===== src/rtl/riscv_wb_pkg.sv =====
// ----------------------------------------------------------------------------
// riscv_wb_pkg
// Shared definitions for the register-file writeback arbiter:
//   XLEN / REG_AW  data and register-address widths of the core
//   NUM_REGS       number of architectural registers (2**REG_AW)
//   wb_entry_t     one buffered long-latency result {rd, data}
//   starve_state_t states of the starvation-control FSM
// ----------------------------------------------------------------------------
package riscv_wb_pkg;

  localparam int XLEN     = 32;
  localparam int REG_AW   = 5;
  localparam int NUM_REGS = 2 ** REG_AW;

  typedef struct packed {
    logic [REG_AW-1:0] rd;
    logic [XLEN-1:0]   data;
  } wb_entry_t;

  typedef enum logic [1:0] {
    ST_IDLE  = 2'd0,  // FIFO empty or head just popped
    ST_WAIT  = 2'd1,  // head present and losing to the ALU
    ST_STALL = 2'd2   // ALU held for one cycle so the head can drain
  } starve_state_t;

endpackage : riscv_wb_pkg


===== src/rtl/riscv_wb_arbiter_if.sv =====
// ----------------------------------------------------------------------------
// riscv_wb_arbiter_if
// Bundles every pipeline-facing signal of the writeback arbiter.
//   ALU stream   : alu_valid, alu_rd, alu_data  -> alu_stall
//   LSU stream   : lsu_valid, lsu_rd, lsu_data  -> lsu_ready
//   Issue        : issue_valid, issue_rd        -> busy_mask
//   Regfile port : wb_we, wb_wa, wb_wd (we3/wa3/wd3), fifo_count
//   Bypass       : fwd_valid, fwd_rd, fwd_data (only with RISCV_WB_BYPASS_EN)
// Modports: slave = arbiter side, master = pipeline side.
// FIFO_DEPTH must match the arbiter instance (sizes fifo_count).
// ----------------------------------------------------------------------------
interface riscv_wb_arbiter_if #(
  parameter int FIFO_DEPTH = 4
) ();
  import riscv_wb_pkg::*;

  localparam int CNT_W = $clog2(FIFO_DEPTH) + 1;

  logic                alu_valid;
  logic [REG_AW-1:0]   alu_rd;
  logic [XLEN-1:0]     alu_data;
  logic                alu_stall;

  logic                lsu_valid;
  logic                lsu_ready;
  logic [REG_AW-1:0]   lsu_rd;
  logic [XLEN-1:0]     lsu_data;

  logic                issue_valid;
  logic [REG_AW-1:0]   issue_rd;
  logic [NUM_REGS-1:0] busy_mask;

  logic                wb_we;
  logic [REG_AW-1:0]   wb_wa;
  logic [XLEN-1:0]     wb_wd;
  logic [CNT_W-1:0]    fifo_count;

`ifdef RISCV_WB_BYPASS_EN
  logic                fwd_valid;
  logic [REG_AW-1:0]   fwd_rd;
  logic [XLEN-1:0]     fwd_data;
`endif

  modport slave (
    input  alu_valid, alu_rd, alu_data,
    output alu_stall,
    input  lsu_valid, lsu_rd, lsu_data,
    output lsu_ready,
    input  issue_valid, issue_rd,
    output busy_mask,
    output wb_we, wb_wa, wb_wd, fifo_count
`ifdef RISCV_WB_BYPASS_EN
    ,
    output fwd_valid, fwd_rd, fwd_data
`endif
  );

  modport master (
    output alu_valid, alu_rd, alu_data,
    input  alu_stall,
    output lsu_valid, lsu_rd, lsu_data,
    input  lsu_ready,
    output issue_valid, issue_rd,
    input  busy_mask,
    input  wb_we, wb_wa, wb_wd, fifo_count
`ifdef RISCV_WB_BYPASS_EN
    ,
    input  fwd_valid, fwd_rd, fwd_data
`endif
  );

endinterface : riscv_wb_arbiter_if


===== src/rtl/riscv_wb_fifo.sv =====
// ----------------------------------------------------------------------------
// riscv_wb_fifo
// Small synchronous FIFO of wb_entry_t with a combinational head view so the
// arbiter can decide on the head in the cycle it becomes visible.
//   clk, rst_n    clock, asynchronous active-low reset (pointers/count only)
//   push, push_data  write side; ignored while full
//   pop, head        read side; head is valid while !empty; pop ignored if empty
//   count, full, empty  occupancy status
// DEPTH must be a power of two >= 2 (pointers wrap naturally).
// ----------------------------------------------------------------------------
module riscv_wb_fifo
  import riscv_wb_pkg::*;
#(
  parameter int DEPTH = 4
) (
  input  logic                       clk,
  input  logic                       rst_n,
  input  logic                       push,
  input  wb_entry_t                  push_data,
  input  logic                       pop,
  output wb_entry_t                  head,
  output logic [$clog2(DEPTH):0]     count,
  output logic                       full,
  output logic                       empty
);

  localparam int AW = $clog2(DEPTH);
  localparam int CW = AW + 1;

  wb_entry_t       mem [DEPTH];
  logic [AW-1:0]   wr_ptr_reg, rd_ptr_reg;
  logic [CW-1:0]   count_reg;
  logic            push_ok, pop_ok;

  assign full    = (count_reg == CW'(DEPTH));
  assign empty   = (count_reg == '0);
  assign push_ok = push && !full;
  assign pop_ok  = pop && !empty;
  assign head    = mem[rd_ptr_reg];
  assign count   = count_reg;

  // Storage is not reset: stale contents are unreachable once pointers clear.
  always_ff @(posedge clk) begin
    if (push_ok) mem[wr_ptr_reg] <= push_data;
  end

  always_ff @(posedge clk or negedge rst_n) begin
    if (!rst_n) begin
      wr_ptr_reg <= '0;
      rd_ptr_reg <= '0;
      count_reg  <= '0;
    end else begin
      if (push_ok) wr_ptr_reg <= wr_ptr_reg + AW'(1);
      if (pop_ok)  rd_ptr_reg <= rd_ptr_reg + AW'(1);
      count_reg <= count_reg + CW'(push_ok) - CW'(pop_ok);
    end
  end

endmodule : riscv_wb_fifo


===== src/rtl/riscv_wb_arbiter.sv =====
// ----------------------------------------------------------------------------
// riscv_wb_arbiter
// Merges the single-cycle ALU result stream and the buffered long-latency
// (memory / mul-div) stream onto the one regfile write port, and keeps a
// pending-destination scoreboard for hazard stalls at issue.
//   clk, rst_n  clock, asynchronous active-low reset
//   bus         riscv_wb_arbiter_if.slave (ALU/LSU/issue inputs, alu_stall,
//               lsu_ready, busy_mask, registered wb_we/wb_wa/wb_wd,
//               fifo_count, optional fwd_*)
// Parameters: FIFO_DEPTH (power of two >= 2), STARVE_LIMIT (>= 2).
// XLEN / REG_AW come from riscv_wb_pkg.
// Optional: define RISCV_WB_BYPASS_EN to drive fwd_valid/fwd_rd/fwd_data,
// copies of the write port used by decode to bypass the same-edge write.
// ----------------------------------------------------------------------------
module riscv_wb_arbiter
  import riscv_wb_pkg::*;
#(
  parameter int FIFO_DEPTH   = 4,
  parameter int STARVE_LIMIT = 8
) (
  input  logic               clk,
  input  logic               rst_n,
  riscv_wb_arbiter_if.slave  bus
);

  localparam int CNT_W = $clog2(FIFO_DEPTH) + 1;
  localparam int SC_W  = $clog2(STARVE_LIMIT) + 1;

  wb_entry_t           lsu_entry, head;
  logic                fifo_full, fifo_empty;
  logic [CNT_W-1:0]    count;
  logic                push, pop, alu_take, head_wr;

  starve_state_t       state_reg, state_next;
  logic [SC_W-1:0]     starve_reg, starve_next;
  logic                alu_stall_reg, alu_stall_next;

  logic                wb_we_reg, wb_we_next;
  logic [REG_AW-1:0]   wb_wa_reg, wb_wa_next;
  logic [XLEN-1:0]     wb_wd_reg, wb_wd_next;
  logic [NUM_REGS-1:0] busy_reg, busy_next;

  // ALU wins unless held or targeting x0; an x0 request is consumed without
  // a write, which frees the port for the FIFO head in the same cycle.
  assign alu_take = !alu_stall_reg && bus.alu_valid && (bus.alu_rd != '0);
  assign pop      = !fifo_empty && !alu_take;
  assign head_wr  = pop && (head.rd != '0);
  assign push     = bus.lsu_valid && !fifo_full;

  assign lsu_entry.rd   = bus.lsu_rd;
  assign lsu_entry.data = bus.lsu_data;

  riscv_wb_fifo #(.DEPTH(FIFO_DEPTH)) u_fifo (
    .clk       (clk),
    .rst_n     (rst_n),
    .push      (push),
    .push_data (lsu_entry),
    .pop       (pop),
    .head      (head),
    .count     (count),
    .full      (fifo_full),
    .empty     (fifo_empty)
  );

  // Write-port selection; address/data hold when nothing is written.
  always_comb begin
    wb_we_next = 1'b0;
    wb_wa_next = wb_wa_reg;
    wb_wd_next = wb_wd_reg;
    if (alu_take) begin
      wb_we_next = 1'b1;
      wb_wa_next = bus.alu_rd;
      wb_wd_next = bus.alu_data;
    end else if (head_wr) begin
      wb_we_next = 1'b1;
      wb_wa_next = head.rd;
      wb_wd_next = head.data;
    end
  end

  // Scoreboard: a same-cycle set beats the clear (a new op re-targets rd
  // while the old result drains). Bit 0 is tied low.
  genvar gi;
  generate
    for (gi = 0; gi < NUM_REGS; gi++) begin : g_busy
      if (gi == 0) begin : g_x0
        assign busy_next[gi] = 1'b0;
      end else begin : g_xr
        logic set_hit, clr_hit;
        assign set_hit = bus.issue_valid && (bus.issue_rd == REG_AW'(gi));
        assign clr_hit = head_wr && (head.rd == REG_AW'(gi));
        assign busy_next[gi] = set_hit || (busy_reg[gi] && !clr_hit);
      end
    end
  endgenerate

  // Starve FSM: state register.
  always_ff @(posedge clk or negedge rst_n) begin
    if (!rst_n) begin
      state_reg     <= ST_IDLE;
      starve_reg    <= '0;
      alu_stall_reg <= 1'b0;
    end else begin
      state_reg     <= state_next;
      starve_reg    <= starve_next;
      alu_stall_reg <= alu_stall_next;
    end
  end

  // Starve FSM: next state. The counter counts cycles the head has waited;
  // the STALL cycle always pops, because the ALU is ignored and the FIFO
  // cannot have emptied without a pop.
  always_comb begin
    state_next  = state_reg;
    starve_next = starve_reg;
    if (pop)              starve_next = '0;
    else if (!fifo_empty) starve_next = starve_reg + SC_W'(1);
    case (state_reg)
      ST_IDLE:  if (!fifo_empty && !pop) state_next = ST_WAIT;
      ST_WAIT: begin
        if (pop)                                        state_next = ST_IDLE;
        else if (starve_reg == SC_W'(STARVE_LIMIT - 1)) state_next = ST_STALL;
      end
      ST_STALL: state_next = ST_IDLE;
      default:  state_next = ST_IDLE;
    endcase
  end

  // Starve FSM: output (registered alu_stall follows the entered state).
  always_comb begin
    alu_stall_next = (state_next == ST_STALL);
  end

  always_ff @(posedge clk or negedge rst_n) begin
    if (!rst_n) begin
      wb_we_reg <= 1'b0;
      wb_wa_reg <= '0;
      wb_wd_reg <= '0;
      busy_reg  <= '0;
    end else begin
      wb_we_reg <= wb_we_next;
      wb_wa_reg <= wb_wa_next;
      wb_wd_reg <= wb_wd_next;
      busy_reg  <= busy_next;
    end
  end

  assign bus.wb_we      = wb_we_reg;
  assign bus.wb_wa      = wb_wa_reg;
  assign bus.wb_wd      = wb_wd_reg;
  assign bus.alu_stall  = alu_stall_reg;
  assign bus.busy_mask  = busy_reg;
  assign bus.fifo_count = count;
  assign bus.lsu_ready  = !fifo_full;

`ifdef RISCV_WB_BYPASS_EN
  assign bus.fwd_valid = wb_we_reg;
  assign bus.fwd_rd    = wb_wa_reg;
  assign bus.fwd_data  = wb_wd_reg;
`endif

endmodule : riscv_wb_arbiter


===== src/flat_wrapper.sv =====
// flat-port wrapper written by rule: the top's interface ports become plain ports
module riscv_wb_arbiter_flat import riscv_wb_pkg::*;
#(
  parameter int FIFO_DEPTH   = 4,
  parameter int STARVE_LIMIT = 8
)
  (clk, rst_n, bus_alu_valid, bus_alu_rd, bus_alu_data, bus_alu_stall, bus_lsu_valid, bus_lsu_rd, bus_lsu_data, bus_lsu_ready, bus_issue_valid, bus_issue_rd, bus_busy_mask, bus_wb_we, bus_wb_wa, bus_wb_wd, bus_fifo_count);
  riscv_wb_arbiter_if #(.FIFO_DEPTH(FIFO_DEPTH)) bus_i ();
  input  logic clk;
  input  logic rst_n;
  input wire logic [$bits(bus_i.alu_valid)-1:0] bus_alu_valid;
  input wire logic [$bits(bus_i.alu_rd)-1:0] bus_alu_rd;
  input wire logic [$bits(bus_i.alu_data)-1:0] bus_alu_data;
  output wire logic [$bits(bus_i.alu_stall)-1:0] bus_alu_stall;
  input wire logic [$bits(bus_i.lsu_valid)-1:0] bus_lsu_valid;
  input wire logic [$bits(bus_i.lsu_rd)-1:0] bus_lsu_rd;
  input wire logic [$bits(bus_i.lsu_data)-1:0] bus_lsu_data;
  output wire logic [$bits(bus_i.lsu_ready)-1:0] bus_lsu_ready;
  input wire logic [$bits(bus_i.issue_valid)-1:0] bus_issue_valid;
  input wire logic [$bits(bus_i.issue_rd)-1:0] bus_issue_rd;
  output wire logic [$bits(bus_i.busy_mask)-1:0] bus_busy_mask;
  output wire logic [$bits(bus_i.wb_we)-1:0] bus_wb_we;
  output wire logic [$bits(bus_i.wb_wa)-1:0] bus_wb_wa;
  output wire logic [$bits(bus_i.wb_wd)-1:0] bus_wb_wd;
  output wire logic [$bits(bus_i.fifo_count)-1:0] bus_fifo_count;
  assign bus_i.alu_valid = bus_alu_valid;
  assign bus_i.alu_rd = bus_alu_rd;
  assign bus_i.alu_data = bus_alu_data;
  assign bus_alu_stall = bus_i.alu_stall;
  assign bus_i.lsu_valid = bus_lsu_valid;
  assign bus_i.lsu_rd = bus_lsu_rd;
  assign bus_i.lsu_data = bus_lsu_data;
  assign bus_lsu_ready = bus_i.lsu_ready;
  assign bus_i.issue_valid = bus_issue_valid;
  assign bus_i.issue_rd = bus_issue_rd;
  assign bus_busy_mask = bus_i.busy_mask;
  assign bus_wb_we = bus_i.wb_we;
  assign bus_wb_wa = bus_i.wb_wa;
  assign bus_wb_wd = bus_i.wb_wd;
  assign bus_fifo_count = bus_i.fifo_count;
  riscv_wb_arbiter #(.FIFO_DEPTH(FIFO_DEPTH), .STARVE_LIMIT(STARVE_LIMIT)) u_core (.clk(clk), .rst_n(rst_n), .bus(bus_i));
endmodule

===== config.mk =====
export PLATFORM = sky130hd
export DESIGN_NAME = riscv_wb_arbiter_flat
export DESIGN_NICKNAME = d
export VERILOG_FILES = /design/src/rtl/riscv_wb_pkg.sv /design/src/rtl/riscv_wb_arbiter_if.sv /design/src/rtl/riscv_wb_fifo.sv /design/src/rtl/riscv_wb_arbiter.sv /design/src/flat_wrapper.sv
export SDC_FILE = /design/constraint.sdc
export NUM_CORES = 1
export LEC_CHECK = 0
export ABC_CLOCK_PERIOD_IN_PS = 2600
export CAP_MARGIN = 20
export CELL_PAD_IN_SITES_DETAIL_PLACEMENT = 1
export CELL_PAD_IN_SITES_GLOBAL_PLACEMENT = 1
export CORE_MARGIN = 5
export CORE_UTILIZATION = 39
export CTS_CLUSTER_DIAMETER = 60
export DETAILED_ROUTE_END_ITERATION = 10
export PLACE_DENSITY = 0.76
export SLEW_MARGIN = 20
export SYNTH_ARGS = -nofsm -noshare
export SYNTH_HDL_FRONTEND = slang
export SYNTH_SLANG_ARGS = --single-unit
export TNS_END_PERCENT = 100

===== constraint.sdc =====
create_clock -name clk -period 2.6 [get_ports clk]
set_clock_uncertainty 0.05 [all_clocks]
set_input_delay 0.26 -clock clk [delete_from_list [all_inputs] [get_ports clk]]
set_output_delay 0.26 -clock clk [all_outputs]
set_load 0.01 [all_outputs]

==> results of run 1 <==
area by class of cell:
type	instances	area, sq um	share of cell area, %
diodes	1	2.50	0.0211
clock buffers	32	692	5.84
clock inverters	12	81.3	0.686
inverters	7	26.3	0.222
multi-input cells	328	2390	20.1
flip-flops and latches	231	6520	55.0
well taps	285	357	3.01
repair buffers	184	1790	15.1
power breakdown:
group | switching, mW | internal [mW]
registers | 0.557 | 5.02
clock network | 1.35 | 1.96
logic | 2.46 | 2.28
repair_timing:
| item | CTS | global route |
|---|---|---|
| cloned | 1 | 0 |
| pin swaps | 1 | 1 |
| resized for setup | 3 | 1 |
| endpoints found under the hold margin | 38 | 0 |
| setup endpoints to repair | 3 | 30 |
| buffers inserted | 0 | 2 |
| hold buffers | 1 | 0 |
path summary, 6_finish.rpt:
check,from,end,slack [ps],cells after the start
max,u_core.u_fifo.rd_ptr_reg[0],u_core.bus.busy_mask[24],180,5
min,rst_n,u_core.bus.wb_wa[2],230,2
max reg2reg,u_core.u_fifo.rd_ptr_reg[0],u_core.bus.busy_mask[24],180,5
min reg2reg,u_core.state_reg[1],u_core.state_reg[1],420,1
max in group asynchronous,rst_n,u_core.bus.wb_wd[16],1610,3
min in group clk,bus_alu_data[2],u_core.bus.wb_wd[2],280,3
cells in the final DEF (no fill, tap or decap), types with 2 or more instances in the layout:
| master | instances |
|---|---|
| nand2_1 | 49 |
| a21oi_4 | 2 |
| nand4_1 | 4 |
| nor2b_1 | 6 |
| or4_1 | 2 |
| o21ai_0 | 60 |
| a21oi_1 | 64 |
| nand2b_1 | 4 |
| nor3_1 | 4 |
| a21o_1 | 2 |
| clkbuf_1 | 3 |
| xor2_1 | 3 |
| ha_1 | 7 |
| dfrtp_1 | 81 |
| clkinv_1 | 6 |
| nor2_1 | 45 |
| clkinv_2 | 4 |
| edfxtp_1 | 148 |
| dfrtp_2 | 2 |
| clkdlybuf4s50_1 | 156 |
| mux4_2 | 37 |
| nand3_1 | 6 |
| buf_4 | 26 |
| clkbuf_8 | 4 |
| o21ai_1 | 8 |
| a221oi_1 | 4 |
| clkbuf_16 | 25 |
| inv_1 | 7 |
| xnor2_1 | 4 |
| and3_2 | 4 |
logic make-up (layout without fill, tap and decap cells):
group	count (synthesis)	in the layout	share of synthesized area, %
buf+inv	33	235	1.90
other cells	1	2	0.0416
mux	37	37	9.24
simple gates	132	132	6.47
xor+xnor	7	7	0.680
compound gates	142	143	8.17
flops	231	231	72.3
fa+ha+maj	8	8	1.19
metal layers:
layer / track usage, % / vias up / part of all wire, %
met5: 0 / - / 0.11
met4: 4.15 / 4 / 1.9
met3: 4.67 / 45 / 8.0
met2: 31.5 / 205 / 50
met1: 23.0 / 3026 / 40
li1: - / 2604 / -
metrics by stage:
| step | total power, mW | utilization (%) | setup WS, ps |
|---|---|---|---|
| detailed placement | 10.3 | 48.6 | -352 |
| finish | 13.6 | 52.2 | 182 |
| global route | 14.4 | 52.2 | 28.4 |
| CTS | 13.8 | 52.1 | 2.66 |
| global placement | 10.0 | 48.6 | -282 |
| floorplan | 8.03 | - | 52.6 |
==> results_dict.tcl, run 1 <==
set metrics [dict create \
    status "completed" \
    fmax_mhz 414 \
    grt_max_degree 46 \
    largest_register_ffs 148 \
    die-width_microns 162 \
    vias 5884 \
    setup_viol 0 \
    slew_violations 0 \
    peakVddDrop_v 0.000628 \
    cp_num_buf_inv 0 \
    yosysWarnings 0 \
    ys_top_cells_by_count "148 x edfxtp_1, 83 x dfrtp_1, 65 x a21oi_1" \
    place.gp.congestion 0.806 \
    row_count 55 \
    critical_path_class "register to register" \
    rsz0062_at_grt "no" \
    yosys.cell_count.top_type "edfxtp_1" \
    syn_to_final_growth_pct 31.5 \
    grt_overflow 0 \
    vias_per_cell 5.45 \
    dp_hpwl_microns 16100 \
    antenna_found_initial 2 \
    chipHeight_microns 162 \
    min_path_type "input pin to asynchronous set/reset pin" \
    port_buffers 157 \
    cp.arrival_ps 2730 \
    clockBufferDepth 3 \
    cp_common_cell "o21ai_0" \
    postSynthAreaPerCell_sq_um 15.3 \
    end_kind "register" \
    routed_wl_microns 23800 \
    cts_sinks 231 \
    final_area_sq_um 11900 \
    power.density_nw_per_um2 1150 \
    syn_nets 683 \
    placed_cells 1031 \
    synth-edff-count 148 \
    path_cells "mux4_2 > nor2_4 > nand3_1 > o21ai_0 > o21ai_0" \
    timing.hold.ws_ps 229 \
    startpoint_type "register" \
    numCtsBuffers 25 \
    grtUsageTotal_pct 18.1 \
    ys_seq_elements 231 \
    slowest_delay_ps 660 \
    synthDominantCellAreaShare_pct 49.3 \
    timing.final.crit_share_pct 93.0 \
    cp_top_family "multiplexers" \
    placed_area_sq_um 11000 \
    die_area_sq_um 26300 \
    crit_fanout 9 \
    htreeDepth 1 \
    worst_pin_slew_ps 656 \
    finalHoldViolCount 0 \
    fin_setup_tns_ps 0 \
    drive_gt1_share_pct 14.1 \
    root_buffer "clkbuf_16" \
    async_reset_ff_share_pct 35.9 \
    p_leak_nw 4.25 \
    antenna_left 0 \
    syn_area_sq_um 9020 \
    seq_area_frac_synth_pct 72.3 \
    dr.pass1.iters 4 \
    drt_iter0_drc 316 \
    ioPinCount 159 \
    fin_crit_ps 2420 \
    slew_headroom_pct 56.2 \
    cpMaxStageDelayCell "mux4_2" \
    start_util_pct 39.7 \
    core_sq_um 22700 \
    cts_tree "built" \
    grt_first_pass_wirelength_microns 37700 \
    fin_nets 869 \
    required_ps 2920 \
    fin_cells 1080 \
    ys_types 36 \
    grt_pass1_vias 6699 \
    drcViolationCount 0 \
    wire_per_inst_microns 22.0 \
    max_cap_violations 0 \
    syn-instance-count 591 \
    synthFlopType "edfxtp_1" \
    insertion_delay_ps 510 \
    cts.reportedPaths.clkPinSlew_ps 60 \
    yosys.area.top_type "edfxtp_1" \
    yosys-top-cells-area "edfxtp_1 49%, dfrtp_1 23%, mux4_2 9.2%" \
    fillers 2223 \
]
Note: power is estimated with default switching activity, not from simulation.
==> run 2: changes to the inputs <==
--- a/config.mk
+++ b/config.mk
@@ -5,6 +5,7 @@
 export SDC_FILE = /design/constraint.sdc
 export NUM_CORES = 1
 export LEC_CHECK = 0
+export ABC_AREA = 0
 export ABC_CLOCK_PERIOD_IN_PS = 2600
 export CAP_MARGIN = 20
 export CELL_PAD_IN_SITES_DETAIL_PLACEMENT = 1
==> results of run 2 <==
No change in the layout: final DEF, timing and power equal those of run 1.
==> run 3: changes to the inputs <==
--- a/config.mk
+++ b/config.mk
@@ -7,7 +7,6 @@
 export LEC_CHECK = 0
 export ABC_AREA = 0
 export ABC_CLOCK_PERIOD_IN_PS = 2600
-export CAP_MARGIN = 20
 export CELL_PAD_IN_SITES_DETAIL_PLACEMENT = 1
 export CELL_PAD_IN_SITES_GLOBAL_PLACEMENT = 1
 export CORE_MARGIN = 5
==> results of run 3 <==
No change in the layout: final DEF, timing and power equal those of run 1.
